## config.mk

```make
export PLATFORM = sky130hd
export DESIGN_NAME = mips_bus_master
export DESIGN_NICKNAME = d
export VERILOG_FILES = /design/src/rtl/mips_bus_master.sv
export SDC_FILE = /design/constraint.sdc
export NUM_CORES = 1
export LEC_CHECK = 0
export ABC_CLOCK_PERIOD_IN_PS = 5300
export CORE_UTILIZATION = 35
export CTS_BUF_LIST = sky130_fd_sc_hd__clkbuf_16
export CTS_CLUSTER_DIAMETER = 50
export DETAILED_ROUTE_END_ITERATION = 8
export PLACE_DENSITY = 0.63
export REMOVE_ABC_BUFFERS = 1
export SKIP_CTS_REPAIR_TIMING = 1
export SLEW_MARGIN = 20
export SYNTH_ARGS = -nofsm -noshare
export SYNTH_HDL_FRONTEND = slang
export SYNTH_SLANG_ARGS = --single-unit
export TNS_END_PERCENT = 5
```

## constraint.sdc

```tcl
create_clock -name clk -period 5.3 [get_ports clk]
set_clock_uncertainty 0.1 [all_clocks]
set_input_delay 1.06 -clock clk [delete_from_list [all_inputs] [get_ports clk]]
set_output_delay 1.06 -clock clk [all_outputs]
set_load 0.01 [all_outputs]
```

## src/rtl/mips_bus_master.sv

```systemverilog
// Bus initiator for the MIPS core: turns one load/store request at a time into a
// word-addressed bus transaction and returns the lane-extracted load result.
module mips_bus_master #(
    parameter int TIMEOUT_CYCLES = 0
) (
    input  logic        clk,
    input  logic        reset,
    input  logic        req_valid,
    output logic        req_ready,
    input  logic        req_write,
    input  logic [31:0] req_addr,
    input  logic [1:0]  req_size,
    input  logic        req_signed,
    input  logic [31:0] req_wdata,
    output logic        rsp_valid,
    output logic [31:0] rsp_rdata,
    output logic        rsp_err,
    output logic [31:0] address,
    output logic        read,
    output logic        write,
    output logic [31:0] writedata,
    output logic [3:0]  byteenable,
    input  logic        waitrequest,
    input  logic [31:0] readdata,
    output logic [1:0]  state_dbg
);
    // Handshake: a request transfers on a clock edge where req_valid and req_ready
    // are both high; the response is a single-cycle rsp_valid pulse with no backpressure.

    typedef enum logic [1:0] {
        IDLE  = 2'd0,
        BUS   = 2'd1,
        RDATA = 2'd2,
        RESP  = 2'd3
    } state_t;

    localparam logic [31:0] TIMEOUT_LIMIT = 32'(TIMEOUT_CYCLES);

    state_t      state, state_next;

    logic        lat_write, lat_write_next;
    logic        lat_signed, lat_signed_next;
    logic [1:0]  lat_size, lat_size_next;
    logic [1:0]  lat_lane, lat_lane_next;
    logic [15:0] wait_cnt, wait_cnt_next;
    logic [15:0] wait_cnt_inc;
    logic        wait_expired;

    logic [31:0] address_next;
    logic        read_next, write_next;
    logic [31:0] writedata_next;
    logic [3:0]  byteenable_next;
    logic        rsp_valid_next;
    logic [31:0] rsp_rdata_next;
    logic        rsp_err_next;

    logic        req_misaligned;
    logic [3:0]  req_be;
    logic [31:0] req_wd;
    logic [7:0]  lane_byte;
    logic [15:0] lane_half;
    logic [31:0] load_data;

    assign req_ready = (state == IDLE);
    assign state_dbg = state;

    assign wait_cnt_inc = wait_cnt + 16'd1;
    assign wait_expired = (TIMEOUT_LIMIT != 32'd0) && ({16'd0, wait_cnt_inc} == TIMEOUT_LIMIT);

    // Size 11 has no legal encoding, so it is rejected the same way as a misaligned access.
    always_comb begin
        req_misaligned = 1'b0;
        case (req_size)
            2'b00:   req_misaligned = 1'b0;
            2'b01:   req_misaligned = req_addr[0];
            2'b10:   req_misaligned = (req_addr[1:0] != 2'b00);
            default: req_misaligned = 1'b1;
        endcase
    end

    always_comb begin
        req_be = 4'b1111;
        req_wd = req_wdata;
        case (req_size)
            2'b00: begin
                req_be = 4'b0001 << req_addr[1:0];
                req_wd = {4{req_wdata[7:0]}};
            end
            2'b01: begin
                req_be = 4'b0011 << {req_addr[1], 1'b0};
                req_wd = {2{req_wdata[15:0]}};
            end
            default: begin
                req_be = 4'b1111;
                req_wd = req_wdata;
            end
        endcase
    end

    always_comb begin
        lane_byte = readdata[7:0];
        case (lat_lane)
            2'd0:    lane_byte = readdata[7:0];
            2'd1:    lane_byte = readdata[15:8];
            2'd2:    lane_byte = readdata[23:16];
            default: lane_byte = readdata[31:24];
        endcase
        lane_half = lat_lane[1] ? readdata[31:16] : readdata[15:0];
        case (lat_size)
            2'b00:   load_data = {{24{lat_signed & lane_byte[7]}}, lane_byte};
            2'b01:   load_data = {{16{lat_signed & lane_half[15]}}, lane_half};
            default: load_data = readdata;
        endcase
    end

    always_comb begin
        state_next      = state;
        lat_write_next  = lat_write;
        lat_signed_next = lat_signed;
        lat_size_next   = lat_size;
        lat_lane_next   = lat_lane;
        wait_cnt_next   = wait_cnt;
        address_next    = address;
        read_next       = read;
        write_next      = write;
        writedata_next  = writedata;
        byteenable_next = byteenable;
        rsp_valid_next  = 1'b0;
        rsp_rdata_next  = rsp_rdata;
        rsp_err_next    = rsp_err;

        case (state)
            IDLE: begin
                read_next  = 1'b0;
                write_next = 1'b0;
                if (req_valid) begin
                    lat_write_next  = req_write;
                    lat_signed_next = req_signed;
                    lat_size_next   = req_size;
                    lat_lane_next   = req_addr[1:0];
                    if (req_misaligned) begin
                        state_next     = RESP;
                        rsp_valid_next = 1'b1;
                        rsp_err_next   = 1'b1;
                        rsp_rdata_next = 32'd0;
                    end else begin
                        state_next      = BUS;
                        wait_cnt_next   = 16'd0;
                        address_next    = {req_addr[31:2], 2'b00};
                        read_next       = ~req_write;
                        write_next      = req_write;
                        writedata_next  = req_wd;
                        byteenable_next = req_be;
                    end
                end
            end
            BUS: begin
                if (!waitrequest) begin
                    read_next  = 1'b0;
                    write_next = 1'b0;
                    if (lat_write) begin
                        state_next     = RESP;
                        rsp_valid_next = 1'b1;
                        rsp_err_next   = 1'b0;
                        rsp_rdata_next = 32'd0;
                    end else begin
                        state_next = RDATA;
                    end
                end else if (wait_expired) begin
                    read_next      = 1'b0;
                    write_next     = 1'b0;
                    state_next     = RESP;
                    rsp_valid_next = 1'b1;
                    rsp_err_next   = 1'b1;
                    rsp_rdata_next = 32'd0;
                end else begin
                    wait_cnt_next = wait_cnt_inc;
                end
            end
            RDATA: begin
                state_next     = RESP;
                rsp_valid_next = 1'b1;
                rsp_err_next   = 1'b0;
                rsp_rdata_next = load_data;
            end
            RESP: begin
                state_next = IDLE;
            end
            default: begin
                state_next = IDLE;
            end
        endcase
    end

    always_ff @(posedge clk or posedge reset) begin
        if (reset) begin
            state <= IDLE;
        end else begin
            state <= state_next;
        end
    end

    always_ff @(posedge clk or posedge reset) begin
        if (reset) begin
            lat_write  <= 1'b0;
            lat_signed <= 1'b0;
            lat_size   <= 2'b00;
            lat_lane   <= 2'b00;
            wait_cnt   <= 16'd0;
            address    <= 32'd0;
            read       <= 1'b0;
            write      <= 1'b0;
            writedata  <= 32'd0;
            byteenable <= 4'd0;
            rsp_valid  <= 1'b0;
            rsp_rdata  <= 32'd0;
            rsp_err    <= 1'b0;
        end else begin
            lat_write  <= lat_write_next;
            lat_signed <= lat_signed_next;
            lat_size   <= lat_size_next;
            lat_lane   <= lat_lane_next;
            wait_cnt   <= wait_cnt_next;
            address    <= address_next;
            read       <= read_next;
            write      <= write_next;
            writedata  <= writedata_next;
            byteenable <= byteenable_next;
            rsp_valid  <= rsp_valid_next;
            rsp_rdata  <= rsp_rdata_next;
            rsp_err    <= rsp_err_next;
        end
    end

endmodule

```

==> key figures, run 1 <==
Floorplan
  – Floorplan row count: 44
  – Die Y: 126 um
  – Initial Utilization: 36.5%
  – Area of the core: 14800 um2
  – Chip Width: 126 um
  – Die footprint: 15900 um2
  – Io pins: 211

Logic synthesis
  – Seq/Total Area, Yosys: 51.2%
  – Xor-xnor portion of the synthesized cell area: 0.163%
  – Post-synth EDFFs: 0
  – Synth Area in Simple Gates: 8.67%
  – Fraction of registers with async set/reset: 100%
  – Yosys reg bits: 110
  – Post-synth top area cell: dfrtp_1
  – Largest family of logic cells by synthesized area: compound AO/OA/AOI/OAI gates
  – Cell with the most instances after synthesis: dfrtp_1
  – Syn Std Cell Area: 5380 um2
  – Mux contribution to synthesized area: 15.3%
  – Top cell type's share of synthesized area: 51.2%
  – Synth Instances: 508
  – Synth Area in Adders: 1.16%
  – Syn avg cell area: 10.6 um2
  – Dominant synthesized flop cell: dfrtp_1
  – Complex-gate fraction of the synthesized area: 19.4%
  – Post-synth top cells: dfrtp_1, nand2_1, o21ai_0, mux2_1, mux2i_1
  – Area contributors post-synth: dfrtp_1, mux2_1, mux2i_1
  – Number of synthesis warnings: 0
  – Netlist cell types: 49

Timing
  – Rel. slew slack: 37.7%
  – Hold Fails Final Rpt: 0
  – Min Tclk post-route: 3190 ps
  – Slew of the pin with the lowest slew margin: 935 ps
  – Setup TNS Final: 0 ps
  – RSZ-0062 raised after global routing: false
  – Final setup violating endpoints: 0
  – Max Slew Vio Count: 0
  – Achievable Freq: 313 MHz
  – Period utilization: 60.3%

Detailed routing
  – Avg WL per Cell: 18.0 um
  – Drt initial violations: 334
  – Final wirelength: 15900 um
  – 1st-pass router iterations: 5
  – DRT antenna net count: 0
  – DR vias: 4767
  – Via density: 5.39
  – # DRC: 0

Global route
  – GR Overflow Total: 0
  – Initial antenna violation count: 0
  – Vias in the first global route: 4846
  – Total track usage: 20.4%
  – Largest net degree at the start of global routing: 89
  – First-pass GRT wire length: 25500 um

Critical path
  – Worst R2R Setup Slack: 2740 ps
  – R2R Path End: rsp_rdata[17]
  – CP endpoint kind: flop
  – Worst Path Arrival: 3360 ps
  – Startpoint types: primary input
  – WS Path Type: in2reg
  – Reg2reg start: lat_size[1]
  – CP required: 5470 ps
  – Worst Reg-to-Reg Cells: 5
  – Max FO, Critical Path: 27

CTS
  – Bufs on Longest Clock Path: 2
  – # clock sinks: 110
  – Clock transition at the registers of the reported paths: 70 ps
  – Clk Tree Root Cell: clkbuf_16
  – CTS tree: yes
  – Worst-Skew Late Latency: 350 ps
  – Total CTS buffers: 9
  – H-tree depth: 3

Pwr
  – Pwr dens: 553 nW/um2
  – Worst vdd ir: 0.282 mV
  – Tot Pwr: 0.00438 W
  – Pleak: 3.28 nW

Min path
  – Worst hold path stage count: 2
  – Hold EP: writedata[20]
  – Hold wc startpoint: writedata[20]
  – Worst Hold Class: reg2reg

Cells and area
  – Area grow syn2layout: 47.1%
  – Total Nets Final: 806
  – Fraction of layout cells with a size suffix above 1: 6.85%
  – N_diodes: 0
  – Fillers: 1300

Flow run
  – Maxcap violations: 0

Run status
  – Outcome: finished clean

Place
  – DPL Wire Length: 11500 um
  – Count of buffers from port buffering: 208
  – RePlAce Congestion: 0.871
==> cell type report <==
type                            instances  area, um2  share of cell area (%)
Timing Repair Buffer                  214       2140                    27.1
Clock inverter                          6       87.6                    1.11
Multi-Input combinational cell        352       2430                    30.8
Clock buffer                            9        225                    2.85
Sequential cell                       110       2750                    34.8
Tap cell                              184        230                    2.91
Inverter                               10       40.0                   0.506
==> per-layer routing <==
metal / global-route usage, % / vias to the layer above / part of all wire, %
met5: 0 / - / 0
met4: 7.58 / 0 / 2.2
met3: 8.75 / 24 / 13
met2: 32.4 / 249 / 45
met1: 24.6 / 2291 / 40
li1: - / 2203 / -
==> through the flow <==
stage / instance area [um2] / hold WS (ps) / std cells / setup WS (ps) / utilization, %
finish: 7910 / 384 / 885 / 2110 / 53.6
global route: 7910 / 413 / 885 / 1890 / 53.6
CTS: 7900 / 391 / 884 / 2070 / 53.5
detailed placement: 7580 / 375 / 869 / 1710 / 51.4
global placement: 7580 / 366 / 869 / 1860 / 51.4
floorplan: 5210 / 388 / 472 / 81.7 / -
==> layout by cell type, fill, tap and decap left out, types with 5 or more instances in the layout <==
master	instances
o221ai_1	7
clkdlybuf4s50_1	208
a31oi_1	10
o21ai_1	30
dfrtp_1	110
mux2_1	38
mux2i_1	33
ha_1	5
nand2_1	57
nor2_1	29
clkbuf_16	9
o31ai_2	10
mux2_2	6
inv_1	8
o211ai_1	6
a21oi_1	21
o22ai_1	7
o31ai_1	11
o21ai_0	43
==> cells by family (layout without fill, tap and decap cells) <==
kind of cell               after synthesis  count (layout)
adders and majority gates                5               5
xor gates and xnor gates                 1               1
and+or+nand+nor                        106             106
AOI/OAI and AO/OA                      161             161
buffers and inverters                   47             239
other                                    1               2
DFF                                    110             110
muxes                                   77              77
==> registers in the layout, indices dropped and copies added (netlist names), 2 cells and up <==
register    flops
lat_size        2
state_dbg       2
lat_lane        2
rsp_rdata      32
writedata      32
address        30
byteenable      4
==> worst max-delay path: stages <==
cell and delay (ps):
clkdlybuf4s50_1 570, nor3_4 410, o31a_1 810, nor2_1 290, a31oi_1 220
==> worst max path at each step <==
stage / slack (ps) / from / cells after the start / endpoint
after CTS: 2070 / req_addr[0] / 5 / rsp_rdata[12]
after global routing: 1890 / req_addr[0] / 5 / rsp_rdata[8]
after detailed placement: 1710 / req_addr[0] / 5 / rsp_rdata[12]
after floorplan: 80 / req_size[0] / 3 / writedata[14]
final: 2110 / req_addr[0] / 5 / rsp_rdata[12]
after global placement: 1860 / req_size[0] / 6 / rsp_rdata[11]
==> power by group <==
part | switching, W | internal, W
Sequential | 0.000270 | 0.00123
Combinational | 0.00105 | 0.00110
Clock | 0.000309 | 0.000411
No activity file was read; power rests on OpenSTA's default activity.
==> run 2, diff against run 1 <==
- ABC_CLOCK_PERIOD_IN_PS: 5300 -> 2900
- PLACE_DENSITY: 0.63 -> 0.65
- clock period: 5.3 -> 2.9 ns (I/O delays scaled with it)
==> key figures, run 2 (synthesis results as in run 1) <==
Timing
  – Final setup violating endpoints: 0
  – RSZ-0062 raised after global routing: false
  – Hold Fails Final Rpt: 0
  – Slew of the pin with the lowest slew margin: 868 ps
  – Max Slew Vio Count: 0
  – Worst hold slack: 392 ps
  – Rel. slew slack: 42.0%
  – Setup TNS Final: 0 ps
  – Period utilization: 89.0%
  – Achievable Freq: 387 MHz
  – Min Tclk post-route: 2580 ps

Global route
  – Vias in the first global route: 4943
  – Largest net degree at the start of global routing: 69
  – Initial antenna violation count: 0
  – First-pass GRT wire length: 25900 um
  – Total track usage: 21.0%
  – GR Overflow Total: 0

Place
  – DPL Wire Length: 12200 um
  – RePlAce Congestion: 0.847
  – Count of buffers from port buffering: 208

Critical path
  – Worst Path Arrival: 1900 ps
  – Worst Reg-to-Reg Cells: 5
  – Worst R2R Setup Slack: 640 ps
  – CP required: 2220 ps
  – Startpoint types: flop
  – Critical Path Start: state_dbg[1]
  – Max FO, Critical Path: 8
  – WS Path Type: reg2out
  – CP endpoint kind: primary output
  – Reg2reg start: lat_lane[1]

Run status
  – Outcome: finished clean

Detailed routing
  – DRT antenna net count: 0
  – Drt initial violations: 232
  – Avg WL per Cell: 18.1 um
  – 1st-pass router iterations: 4
  – Via density: 5.29
  – Final wirelength: 16300 um
  – DR vias: 4768
  – # DRC: 0

CTS
  – # clock sinks: 110
  – Bufs on Longest Clock Path: 2
  – Total CTS buffers: 9
  – Worst-Skew Late Latency: 350 ps
  – Clock transition at the registers of the reported paths: 70 ps
  – CTS tree: yes
  – Clk Tree Root Cell: clkbuf_16
  – H-tree depth: 3

Cells and area
  – N_diodes: 0
  – Area grow syn2layout: 50.0%
  – Fillers: 1318
  – Commonest cells after routing, fill and taps aside: clkdlybuf4s50_1, dfrtp_1, nand2_1
  – Total Nets Final: 822
  – Commonest non-fill, non-tap cell in the layout: clkdlybuf4s50_1
  – Fraction of layout cells with a size suffix above 1: 8.79%
  – Top Registers: rsp_rdata (32), writedata (32), address (30)

Pwr
  – Pleak: 3.38 nW
  – Worst vdd ir: 0.500 mV
  – Pwr dens: 1020 nW/um2

Floorplan
  – Chip Width: 126 um
  – Io pins: 211
  – Area of the core: 14800 um2
  – Die footprint: 15900 um2
  – Floorplan row count: 44
  – Die Y: 126 um
  – Initial Utilization: 36.5%

Min path
  – Hold wc startpoint: writedata[21]
  – Worst hold path stage count: 2
  – Worst Hold Class: reg2reg

Flow run
  – Maxcap violations: 0
run 2: changes by cell type in the layout (fill, tap and decap cells not counted):
| cell | change |
|---|---|
| clkinvlp_4 | -2 |
| clkinv_2 | -1 |
| buf_12 | +3 |
| buf_4 | +14 |
| clkinv_4 | +1 |
| nor3b_1 | +1 |
| inv_6 | +2 |
| buf_6 | -1 |
| nor3b_2 | -1 |
run 2: stage by stage:
stage	worst slack (ps)	instances	util [%]	total power, W	area, um2
floorplan	-1840	472	-	0.00459	5210
global placement	313	886	52.5	0.00684	7750
detailed placement	197	886	52.5	0.00695	7750
CTS	298	901	54.7	0.00835	8070
global route	210	901	54.7	0.00881	8070
finish	319	901	54.7	0.00826	8070
run 2: report_power, final:
part,switching [W],internal (W)
Combinational,0.00198,0.00216
Sequential,0.000515,0.00225
Clock,0.000586,0.000761
Total,0.00308,0.00518
run 2: path summary, 6_finish.rpt:
check | endpoint
max in group asynchronous | state_dbg[0]
worst min register to register | writedata[21]
worst max register to register | rsp_rdata[29]
worst min-delay path | writedata[21]
min in group asynchronous | rsp_rdata[15]
worst max-delay path | req_ready
run 2: worst max-delay path: stages (launching register included):
cell             delay (ps)
dfrtp_1                 460
inv_1                   140
ha_1                    360
clkdlybuf4s50_1         600
run 2: final cells by class:
type,instances,area (um2),area share [%]
clock buffer,9,225,2.79
clock inverter,6,93.8,1.16
inverter,10,40.0,0.496
multi-input combinational,352,2430,30.1
sequential,110,2750,34.1
tap,184,230,2.85
timing repair buffer,230,2300,28.5
run 2: layer usage:
| layer | share of wire [%] | GRT usage (%) | up-vias |
|---|---|---|---|
| li1 | - | - | 2234 |
| met1 | 41 | 25.9 | 2301 |
| met2 | 47 | 33.4 | 216 |
| met3 | 11 | 9.13 | 17 |
| met4 | 1.5 | 6.31 | 0 |
| met5 | 0 | 0 | - |
==> run 3, diff against run 2 <==
- HOLD_SLACK_MARGIN: unset -> 0.15
==> results of run 3 <==
Final layout, timing and power as in run 2 (identical DEF).
